<file path="config.mk">
export PLATFORM = sky130hd
export DESIGN_NAME = store_insn_sequencer_flat
export DESIGN_NICKNAME = d
export VERILOG_FILES = /design/src/rtl/vta_pkg.sv /design/src/rtl/store_insn_sequencer_if.sv /design/src/rtl/store_row_gen.sv /design/src/rtl/store_insn_sequencer.sv /design/src/flat_wrapper.sv
export SDC_FILE = /design/constraint.sdc
export NUM_CORES = 1
export LEC_CHECK = 0
export ABC_CLOCK_PERIOD_IN_PS = 7100
export BUFFER_PORTS_ARGS = -buffer_cell sky130_fd_sc_hd__buf_2
export CAP_MARGIN = 20
export CORE_AREA = 2 2 162 228
export CTS_BUF_LIST = sky130_fd_sc_hd__clkbuf_8
export DETAILED_ROUTE_END_ITERATION = 8
export DIE_AREA = 0 0 164 230
export GPL_TIMING_DRIVEN = 0
export PLACE_DENSITY_LB_ADDON = 0.25
export SETUP_SLACK_MARGIN = 0.5
export SYNTH_ARGS = -nofsm -noshare
export SYNTH_HDL_FRONTEND = slang
export SYNTH_HIERARCHICAL = 1
export SYNTH_SLANG_ARGS = --single-unit
</file>
<file path="constraint.sdc">
create_clock -name ap_clk -period 7.1 [get_ports ap_clk]
set_clock_uncertainty 0.2 [all_clocks]
set_input_delay 0.71 -clock ap_clk [delete_from_list [all_inputs] [get_ports ap_clk]]
set_output_delay 0.71 -clock ap_clk [all_outputs]
set_load 0.005 [all_outputs]
</file>
<file path="src/rtl/vta_pkg.sv">
// Shared VTA definitions: opcodes, memory-instruction layout and decode.
// Used by the store-side sequencer and its row address generator.
package vta_pkg;

    typedef enum logic [2:0] {
        LOAD   = 3'd0,
        STORE  = 3'd1,
        GEMM   = 3'd2,
        FINISH = 3'd3,
        ALU    = 3'd4
    } opcode_e;

    localparam int INSN_W      = 128;
    localparam int OPC_LSB     = 0;
    localparam int OPC_W       = 3;
    localparam int POP_PREV    = 3;
    localparam int POP_NEXT    = 4;
    localparam int PUSH_PREV   = 5;
    localparam int PUSH_NEXT   = 6;
    localparam int SRAM_LSB    = 9;
    localparam int SRAM_W      = 16;
    localparam int DRAM_LSB    = 25;
    localparam int DRAM_W      = 32;
    localparam int YSIZE_LSB   = 64;
    localparam int XSIZE_LSB   = 80;
    localparam int XSTRIDE_LSB = 96;
    localparam int SIZE_W      = 16;

    typedef struct packed {
        logic [15:0]       pad;
        logic [SIZE_W-1:0] x_stride;
        logic [SIZE_W-1:0] x_size;
        logic [SIZE_W-1:0] y_size;
        logic [6:0]        rsvd_hi;
        logic [DRAM_W-1:0] dram_base;
        logic [SRAM_W-1:0] sram_base;
        logic [1:0]        rsvd_lo;
        logic              push_next;
        logic              push_prev;
        logic              pop_next;
        logic              pop_prev;
        logic [OPC_W-1:0]  opcode;
    } mem_insn_t;

    function automatic mem_insn_t insn_decode(logic [INSN_W-1:0] w);
        mem_insn_t i;
        i           = '0;
        i.opcode    = w[OPC_LSB +: OPC_W];
        i.pop_prev  = w[POP_PREV];
        i.pop_next  = w[POP_NEXT];
        i.push_prev = w[PUSH_PREV];
        i.push_next = w[PUSH_NEXT];
        i.sram_base = w[SRAM_LSB +: SRAM_W];
        i.dram_base = w[DRAM_LSB +: DRAM_W];
        i.y_size    = w[YSIZE_LSB +: SIZE_W];
        i.x_size    = w[XSIZE_LSB +: SIZE_W];
        i.x_stride  = w[XSTRIDE_LSB +: SIZE_W];
        return i;
    endfunction

endpackage

</file>
<file path="src/rtl/store_insn_sequencer_if.sv">
// Store-queue, dependency-token and row-command bundle of the store sequencer.
// slave is the sequencer's view, master the surrounding system's.
interface store_insn_sequencer_if;
    import vta_pkg::*;

    logic [INSN_W-1:0] store_queue_V_V_TDATA;
    logic              store_queue_V_V_TVALID;
    logic              store_queue_V_V_TREADY;
    logic              g2s_dep_TVALID;
    logic              g2s_dep_TREADY;
    logic              s2g_dep_TVALID;
    logic              s2g_dep_TREADY;
    logic              cmd_valid;
    logic              cmd_ready;
    logic [15:0]       cmd_sram_addr;
    logic [31:0]       cmd_dram_addr;
    logic [15:0]       cmd_len;
    logic              wr_done;

    modport slave (
        input  store_queue_V_V_TDATA,
        input  store_queue_V_V_TVALID,
        output store_queue_V_V_TREADY,
        input  g2s_dep_TVALID,
        output g2s_dep_TREADY,
        output s2g_dep_TVALID,
        input  s2g_dep_TREADY,
        output cmd_valid,
        input  cmd_ready,
        output cmd_sram_addr,
        output cmd_dram_addr,
        output cmd_len,
        input  wr_done
    );

    modport master (
        output store_queue_V_V_TDATA,
        output store_queue_V_V_TVALID,
        input  store_queue_V_V_TREADY,
        output g2s_dep_TVALID,
        input  g2s_dep_TREADY,
        input  s2g_dep_TVALID,
        output s2g_dep_TREADY,
        input  cmd_valid,
        output cmd_ready,
        input  cmd_sram_addr,
        input  cmd_dram_addr,
        input  cmd_len,
        output wr_done
    );

endinterface

</file>
<file path="src/rtl/store_row_gen.sv">
// Row counter plus running SRAM/DRAM address accumulators for one
// store instruction; advances by x_size and x_stride*OUT_ELEM_BYTES.
module store_row_gen #(
    parameter int OUT_ELEM_BYTES = 16
) (
    input  logic        clk_i,
    input  logic        rst_i,
    input  logic        load_i,
    input  logic        advance_i,
    input  logic [15:0] sram_base_i,
    input  logic [31:0] dram_base_i,
    input  logic [15:0] y_size_i,
    input  logic [15:0] x_size_i,
    input  logic [15:0] x_stride_i,
    output logic [15:0] sram_addr_o,
    output logic [31:0] dram_addr_o,
    output logic [15:0] len_o,
    output logic        last_o
);
    localparam int SHIFT = $clog2(OUT_ELEM_BYTES);

    logic [15:0] row_q;
    logic [15:0] y_q;
    logic [15:0] x_q;
    logic [15:0] sram_q;
    logic [31:0] dram_q;
    logic [31:0] dstep_q;

    // Byte scaling is a shift: element size is a power of two.
    always_ff @(posedge clk_i) begin
        if (rst_i) begin
            row_q   <= '0;
            y_q     <= '0;
            x_q     <= '0;
            sram_q  <= '0;
            dram_q  <= '0;
            dstep_q <= '0;
        end else if (load_i) begin
            row_q   <= '0;
            y_q     <= y_size_i;
            x_q     <= x_size_i;
            sram_q  <= sram_base_i;
            dram_q  <= dram_base_i << SHIFT;
            dstep_q <= {16'b0, x_stride_i} << SHIFT;
        end else if (advance_i) begin
            row_q   <= row_q + 16'd1;
            sram_q  <= sram_q + x_q;
            dram_q  <= dram_q + dstep_q;
        end
    end

    assign sram_addr_o = sram_q;
    assign dram_addr_o = dram_q;
    assign len_o       = x_q;
    assign last_o      = (row_q == y_q - 16'd1);

endmodule

</file>
<file path="src/rtl/store_insn_sequencer.sv">
// Store-stage sequencer: pops STORE instructions, honours g2s/s2g tokens
// and expands each instruction into one write command per output row.
module store_insn_sequencer
    import vta_pkg::*;
#(
    parameter int OUT_ELEM_BYTES = 16,
    parameter int CNT_W          = 32
) (
    input  logic                   ap_clk,
    input  logic                   ap_rst,
    store_insn_sequencer_if.slave  bus,
    output logic                   busy,
    output logic [CNT_W-1:0]       retired_cnt
);
    typedef enum logic [2:0] {
        S_IDLE,
        S_WAIT_DEP,
        S_ISSUE,
        S_WAIT_DONE,
        S_PUSH
    } state_e;

    state_e           state_q;
    logic             tready_q;
    logic             g2s_rdy_q;
    logic             s2g_vld_q;
    logic             cmd_vld_q;
    logic             busy_q;
    logic             push_q;
    logic [15:0]      rows_q;
    logic [15:0]      done_q;
    logic [15:0]      done_d;
    logic [CNT_W-1:0] ret_q;

    mem_insn_t insn_w;
    logic      has_rows;
    logic      q_hs;
    logic      g2s_hs;
    logic      s2g_hs;
    logic      cmd_hs;
    logic      last_row;
    logic      unused_bits;

    assign insn_w   = insn_decode(bus.store_queue_V_V_TDATA);
    assign has_rows = (insn_w.opcode == 3'(STORE))
                   && (insn_w.y_size != '0)
                   && (insn_w.x_size != '0);
    // Pad, reserved and next-stage token bits have no meaning for store.
    assign unused_bits = ^{insn_w, bus.store_queue_V_V_TDATA};

    assign q_hs   = (state_q == S_IDLE) && tready_q
                 && bus.store_queue_V_V_TVALID;
    assign g2s_hs = g2s_rdy_q && bus.g2s_dep_TVALID;
    assign s2g_hs = s2g_vld_q && bus.s2g_dep_TREADY;
    assign cmd_hs = cmd_vld_q && bus.cmd_ready;
    assign done_d = done_q + {15'b0, bus.wr_done};

    store_row_gen #(
        .OUT_ELEM_BYTES(OUT_ELEM_BYTES)
    ) u_rows (
        .clk_i       (ap_clk),
        .rst_i       (ap_rst),
        .load_i      (q_hs),
        .advance_i   (cmd_hs),
        .sram_base_i (insn_w.sram_base),
        .dram_base_i (insn_w.dram_base),
        .y_size_i    (insn_w.y_size),
        .x_size_i    (insn_w.x_size),
        .x_stride_i  (insn_w.x_stride),
        .sram_addr_o (bus.cmd_sram_addr),
        .dram_addr_o (bus.cmd_dram_addr),
        .len_o       (bus.cmd_len),
        .last_o      (last_row)
    );

    always_ff @(posedge ap_clk) begin
        if (ap_rst) begin
            state_q   <= S_IDLE;
            tready_q  <= 1'b1;
            g2s_rdy_q <= 1'b0;
            s2g_vld_q <= 1'b0;
            cmd_vld_q <= 1'b0;
            busy_q    <= 1'b0;
            push_q    <= 1'b0;
            rows_q    <= '0;
            done_q    <= '0;
            ret_q     <= '0;
        end else begin
            unique case (state_q)
                S_IDLE: begin
                    if (q_hs) begin
                        tready_q <= 1'b0;
                        busy_q   <= 1'b1;
                        push_q   <= insn_w.push_prev;
                        rows_q   <= has_rows ? insn_w.y_size : 16'd0;
                        done_q   <= '0;
                        if (insn_w.pop_prev) begin
                            state_q   <= S_WAIT_DEP;
                            g2s_rdy_q <= 1'b1;
                        end else begin
                            state_q   <= S_ISSUE;
                            cmd_vld_q <= has_rows;
                        end
                    end
                end
                S_WAIT_DEP: begin
                    if (g2s_hs) begin
                        g2s_rdy_q <= 1'b0;
                        state_q   <= S_ISSUE;
                        cmd_vld_q <= (rows_q != '0);
                    end
                end
                S_ISSUE: begin
                    done_q <= done_d;
                    if (rows_q == '0) begin
                        state_q <= S_WAIT_DONE;
                    end else if (cmd_hs && last_row) begin
                        cmd_vld_q <= 1'b0;
                        state_q   <= S_WAIT_DONE;
                    end
                end
                S_WAIT_DONE: begin
                    done_q <= done_d;
                    if (done_d == rows_q) begin
                        if (push_q) begin
                            s2g_vld_q <= 1'b1;
                            state_q   <= S_PUSH;
                        end else begin
                            ret_q    <= ret_q + CNT_W'(1);
                            tready_q <= 1'b1;
                            busy_q   <= 1'b0;
                            state_q  <= S_IDLE;
                        end
                    end
                end
                S_PUSH: begin
                    if (s2g_hs) begin
                        s2g_vld_q <= 1'b0;
                        ret_q     <= ret_q + CNT_W'(1);
                        tready_q  <= 1'b1;
                        busy_q    <= 1'b0;
                        state_q   <= S_IDLE;
                    end
                end
                default: state_q <= S_IDLE;
            endcase
        end
    end

    assign bus.store_queue_V_V_TREADY = tready_q;
    assign bus.g2s_dep_TREADY         = g2s_rdy_q;
    assign bus.s2g_dep_TVALID         = s2g_vld_q;
    assign bus.cmd_valid              = cmd_vld_q;
    assign busy                       = busy_q;
    assign retired_cnt                = ret_q;

endmodule

</file>
<file path="src/flat_wrapper.sv">
// flat-port wrapper written by rule: the top's interface ports become plain ports
module store_insn_sequencer_flat import vta_pkg::*;
#(
    parameter int OUT_ELEM_BYTES = 16,
    parameter int CNT_W          = 32
)
  (ap_clk, ap_rst, busy, retired_cnt, bus_store_queue_V_V_TDATA, bus_store_queue_V_V_TVALID, bus_store_queue_V_V_TREADY, bus_g2s_dep_TVALID, bus_g2s_dep_TREADY, bus_s2g_dep_TVALID, bus_s2g_dep_TREADY, bus_cmd_valid, bus_cmd_ready, bus_cmd_sram_addr, bus_cmd_dram_addr, bus_cmd_len, bus_wr_done);
  store_insn_sequencer_if bus_i ();
  input  logic ap_clk;
  input  logic ap_rst;
  output logic busy;
  output logic [CNT_W-1:0] retired_cnt;
  input wire logic [$bits(bus_i.store_queue_V_V_TDATA)-1:0] bus_store_queue_V_V_TDATA;
  input wire logic [$bits(bus_i.store_queue_V_V_TVALID)-1:0] bus_store_queue_V_V_TVALID;
  output wire logic [$bits(bus_i.store_queue_V_V_TREADY)-1:0] bus_store_queue_V_V_TREADY;
  input wire logic [$bits(bus_i.g2s_dep_TVALID)-1:0] bus_g2s_dep_TVALID;
  output wire logic [$bits(bus_i.g2s_dep_TREADY)-1:0] bus_g2s_dep_TREADY;
  output wire logic [$bits(bus_i.s2g_dep_TVALID)-1:0] bus_s2g_dep_TVALID;
  input wire logic [$bits(bus_i.s2g_dep_TREADY)-1:0] bus_s2g_dep_TREADY;
  output wire logic [$bits(bus_i.cmd_valid)-1:0] bus_cmd_valid;
  input wire logic [$bits(bus_i.cmd_ready)-1:0] bus_cmd_ready;
  output wire logic [$bits(bus_i.cmd_sram_addr)-1:0] bus_cmd_sram_addr;
  output wire logic [$bits(bus_i.cmd_dram_addr)-1:0] bus_cmd_dram_addr;
  output wire logic [$bits(bus_i.cmd_len)-1:0] bus_cmd_len;
  input wire logic [$bits(bus_i.wr_done)-1:0] bus_wr_done;
  assign bus_i.store_queue_V_V_TDATA = bus_store_queue_V_V_TDATA;
  assign bus_i.store_queue_V_V_TVALID = bus_store_queue_V_V_TVALID;
  assign bus_store_queue_V_V_TREADY = bus_i.store_queue_V_V_TREADY;
  assign bus_i.g2s_dep_TVALID = bus_g2s_dep_TVALID;
  assign bus_g2s_dep_TREADY = bus_i.g2s_dep_TREADY;
  assign bus_s2g_dep_TVALID = bus_i.s2g_dep_TVALID;
  assign bus_i.s2g_dep_TREADY = bus_s2g_dep_TREADY;
  assign bus_cmd_valid = bus_i.cmd_valid;
  assign bus_i.cmd_ready = bus_cmd_ready;
  assign bus_cmd_sram_addr = bus_i.cmd_sram_addr;
  assign bus_cmd_dram_addr = bus_i.cmd_dram_addr;
  assign bus_cmd_len = bus_i.cmd_len;
  assign bus_i.wr_done = bus_wr_done;
  store_insn_sequencer #(.OUT_ELEM_BYTES(OUT_ELEM_BYTES), .CNT_W(CNT_W)) u_core (.ap_clk(ap_clk), .ap_rst(ap_rst), .bus(bus_i), .busy(busy), .retired_cnt(retired_cnt));
endmodule
</file>
==> summary.txt <==
Clocking
  – Clock-pin slew of the registers on the worst-case setup and hold paths: around 0.11 ns
  – Later-pin clock latency in the skew report: between 0.5 and 0.6 ns
  – Num Clock Sinks: around 180
  – Cells resized by post-CTS repair: 0
  – Number of buffers added by the clock tree synthesis step: 17
  – Clock Path Buffers: 2
  – Root buf cell: sky130_fd_sc_hd__clkbuf_8
  – H-tree level count: 4
  – Hold buffer count at cts: 0
  – Post CTS Setup Buffer Count: 0
  – CTS tree: built

STA
  – Maximum achievable frequency: roughly 240 MHz
  – Worst rel slew slack: about 36%
  – Number of endpoints with negative hold slack in the final report: 0
  – Setup tns final: 0 ns
  – Final setup violation count: 0
  – Minimum clock period: around 4.2 ns
  – Transition time of the tightest slew-check pin: approximately 0.97 ns
  – Max-slew violation count: 0
  – Setup repair after global routing missed its margin: false
  – Tcrit/Tclk final: between 50% and 60%

Power and ir drop
  – Worst IR Drop VDD: 0.101 mV
  – Clock Power Share: between 20% and 30%
  – Leakage power: around 5.0 nW
  – Reported net switching power: around 1.2 mW
  – Sw Share: 39.7%
  – Areal power density over the cells: 233 nW/um^2
  – Cell internal power dissipation: about 1.8 mW
  – Combinational cell fraction of total power: 34.0%
  – Portion of total power attributed to sequential cells: around two fifths

Layout
  – Share of cells above drive strength 1: a little under a fifth
  – Final instance area: approximately 13000 um^2
  – Multi-input gate area: 6460 um^2
  – Count of nets after finishing: around 1700
  – Total area of sequential cells: roughly 3600 um^2
  – Layout Area Growth over Synthesis: 18.5%
  – FILL cells: 3803
  – Final standard cell utilization of the core: between 30% and 40%

Synth
  – Mapped Avg Cell Area: a little over 8 um^2
  – Post-synthesis sequential element count: ~180
  – Library cells used by synthesis: 81
  – Number of flops mapped to enable cells by yosys: 0
  – Synth warnings: 6
  – Post-synthesis cell area: 10600 um^2
  – Area share of the leading cell type in the synthesized netlist: between 30% and 40%
  – Synthesized netlist cell count: between 1000 and 1500
  – Top-count cell post-synth: sky130_fd_sc_hd__dfxtp_1
  – Async SR Flop Fraction: 0%
  – Top post-synthesis cells by count: sky130_fd_sc_hd__dfxtp_1, sky130_fd_sc_hd__nor2_1, sky130_fd_sc_hd__a21oi_1
  – Sequential-to-total area share from yosys stat: about a third
  – Library cell with the largest summed area after synthesis: sky130_fd_sc_hd__dfxtp_1
  – Flip-flop cell with the highest count after synthesis: sky130_fd_sc_hd__dfxtp_1
  – Cell types with the largest area share after synthesis: sky130_fd_sc_hd__dfxtp_1, sky130_fd_sc_hd__nor2_1, sky130_fd_sc_hd__a21oi_1

Critical path
  – Critical path cell sequence: nor2_1 > nand2_1 > inv_1 > clkbuf_1 > clkbuf_1 > clkbuf_1 > clkbuf_1 > buf_1 > mux2i_1 > nor2_1
  – Worst setup path class: register to register
  – Data required time at the worst endpoint: around 7.3 ns
  – Maximum fanout encountered on the critical timing path: 10
  – Element type at the critical path end: register
  – Worst-case register-to-register setup slack: approximately 3 ns
  – Most frequent cell on the critical path: sky130_fd_sc_hd__clkbuf_1
  – WP data arrival: between 4 and 5 ns
  – Launch instance of the worst register-to-register path: u_core/state_q[1]
  – Worst reg2reg endpoint: u_core/u_rows/dstep_q[18]
  – Cell with the biggest individual delay on the critical path: sky130_fd_sc_hd__buf_1
  – Path depth of the worst reg2reg path: 10
  – Max stage delay on crit path: just under 0.8 ns
  – Element type at the critical path start: register

Worst hold path
  – Tightest Hold Check Type: primary input to register
  – Number of cells on the worst hold path: 2
  – Launch point of the worst hold path: bus_store_queue_V_V_TDATA[28]
  – Endpoint, Worst Hold: u_core/u_rows/dram_addr_o[7]

Detailed routing
  – Via-to-Cell Ratio: around 5.3
  – Aggregate routed wire length: 36400 um
  – ANT nets after route: 0
  – Via count: 10600
  – Post-detailed-route wirelength per cell: around 18 um
  – Final routed DRC violation total: 0
  – First-pass iteration count of the detailed router: 5
  – Initial DRC Count: approximately 680

Die
  – Vertical extent of the die: around 230 um
  – IO Count: about 240
  – Core area: between 30000 and 40000 um^2
  – Initial standard-cell utilization of the core: between 20% and 30%
  – Std-Cell Rows: 82
  – Floorplan die width: between 150 and 200 um
  – Die Area: approximately 38000 um^2

Flow run
  – # Max-Cap Violations: 0

Global routing
  – Vias in the first global route: ~10000
  – Largest net degree at the start of global routing: 19
  – Overflow left after global routing: 0
  – Global Route Usage Sum: 19.1%
  – Global-route wire length before repair: approximately 56000 um
  – Initial antenna violation count: 1

Place
  – Post-DP HPWL: roughly 28000 um
  – Final estimated routing congestion in global placement: 0.918
  – Cell area after placement: about 12000 um^2
  – Number of input and output port buffers inserted: 200

Run status
  – Result of the run: finished clean
through the flow:
stage | hold slack (ns) | power [mW] | setup slack, ns | instances
floorplan | 0.245 | 1.88 | 3.76 | 1320
CTS | 0.182 | 2.95 | 3.00 | 2014
global route | 0.201 | 3.11 | 2.66 | 2014
detailed placement | 0.276 | 2.23 | 2.68 | 1982
global placement | 0.265 | 2.22 | 2.68 | 1982
finish | 0.222 | 2.92 | 2.95 | 2015
critical path: cells and delay by family, from the launching register on:
kind,cells,cell delay [ns]
DFF,1,0.39
muxes,1,0.28
and+or+nand+nor,3,0.54
buffers and inverters,6,2.62
state kept, by name, summed over array words and instances, names as in the netlist, 3 cells and up:
register and flops:
u_core/done_q 16, u_core/retired_cnt 32, u_core/rows_q 16, u_core/state_q 3, u_core/u_rows/dram_addr_o 28, u_core/u_rows/dstep_q 16, u_core/u_rows/len_o 16, u_core/u_rows/row_q 16
u_core/u_rows/sram_addr_o 16, u_core/u_rows/y_q 16
power by group through the flow:
stage                     Clock, mW  Combinational (mW)  Sequential (mW)
final                         0.706               0.994             1.22
after global routing          0.773                1.09             1.24
after CTS                     0.734               0.989             1.23
after detailed placement          0               0.985             1.25
after global placement            0               0.973             1.25
after floorplan                   0               0.655             1.22
cells by family after synthesis:
group                      after synthesis  synth area share, %
xor gates and xnor gates                75                 6.20
and+or+nand+nor                        506                 24.0
buffers and inverters                  118                 4.83
muxes                                   59                 5.58
adders and majority gates               38                 4.63
AOI/OAI and AO/OA                      339                 20.5
DFF                                    181                 34.2
other                                    1               0.0354
how the worst max path moves through the flow:
stage                                           from                   endpoint
after floorplan                          bus_wr_done     u_core/retired_cnt[20]
after global placement    bus_store_queue_V_V_TVALID     u_core/u_rows/len_o[3]
after detailed placement  bus_store_queue_V_V_TVALID  u_core/u_rows/dstep_q[18]
after CTS                          u_core/state_q[1]  u_core/u_rows/dstep_q[18]
after global routing               u_core/state_q[1]  u_core/u_rows/dstep_q[17]
final                              u_core/state_q[1]  u_core/u_rows/dstep_q[18]
layer usage:
layer / wire, um / up-vias / track usage [%] / part of all wire (%)
met2: 18800 / 338 / 34.7 / 52
met4: 1030 / 2 / 7.21 / 2.8
li1: - / 5211 / - / -
met1: 14500 / 5032 / 21.6 / 40
met5: 13 / - / 0 / 0.036
met3: 2110 / 55 / 4.00 / 5.8
placed cells by master, fill, tap and decap left out, types with 8 or more instances in the layout:
master                     synthesis  final
sky130_fd_sc_hd__a311oi_1         12     12
sky130_fd_sc_hd__o21ai_1          10     10
sky130_fd_sc_hd__nand3_1          51     51
sky130_fd_sc_hd__nor4_1           20     20
sky130_fd_sc_hd__nor2_1          169    169
sky130_fd_sc_hd__xor2_1           37     37
sky130_fd_sc_hd__or3_1            30     30
sky130_fd_sc_hd__mux2i_1          59     59
sky130_fd_sc_hd__nand2_1          97     97
sky130_fd_sc_hd__o21ai_0          64     64
sky130_fd_sc_hd__a31oi_1          10     10
sky130_fd_sc_hd__clkbuf_1         45     45
sky130_fd_sc_hd__o31ai_1          21     21
sky130_fd_sc_hd__nand4_1          18     18
sky130_fd_sc_hd__xnor2_1          38     38
sky130_fd_sc_hd__buf_4             8      8
sky130_fd_sc_hd__buf_1            14     14
sky130_fd_sc_hd__nor3_1           24     24
sky130_fd_sc_hd__o211ai_1          9      9
sky130_fd_sc_hd__a21o_1            9      9
sky130_fd_sc_hd__inv_1            35     35
sky130_fd_sc_hd__and3_1           17     17
sky130_fd_sc_hd__or4_1            21     21
sky130_fd_sc_hd__nor2b_1          11     11
sky130_fd_sc_hd__ha_1             36     36
sky130_fd_sc_hd__a211oi_1         23     23
sky130_fd_sc_hd__buf_2            13    213
sky130_fd_sc_hd__dfxtp_1         181    181
sky130_fd_sc_hd__a21oi_1         121    121
sky130_fd_sc_hd__o21a_1            8      8
sky130_fd_sc_hd__clkbuf_8          0     17
sky130_fd_sc_hd__nand2b_1         10     10
area by class of cell:
cell class / count / share of cell area (%)
buffer: 83 / 3.03
inverter: 35 / 1.05
multi-input combinational: 1021 / 51.5
sequential: 181 / 28.9
clock inverter: 15 / 1.08
antenna: 1 / 0.0199
clock buffer: 17 / 1.86
tap: 462 / 4.61
timing repair buffer: 200 / 7.98
No activity file was read; power rests on OpenSTA's default activity.
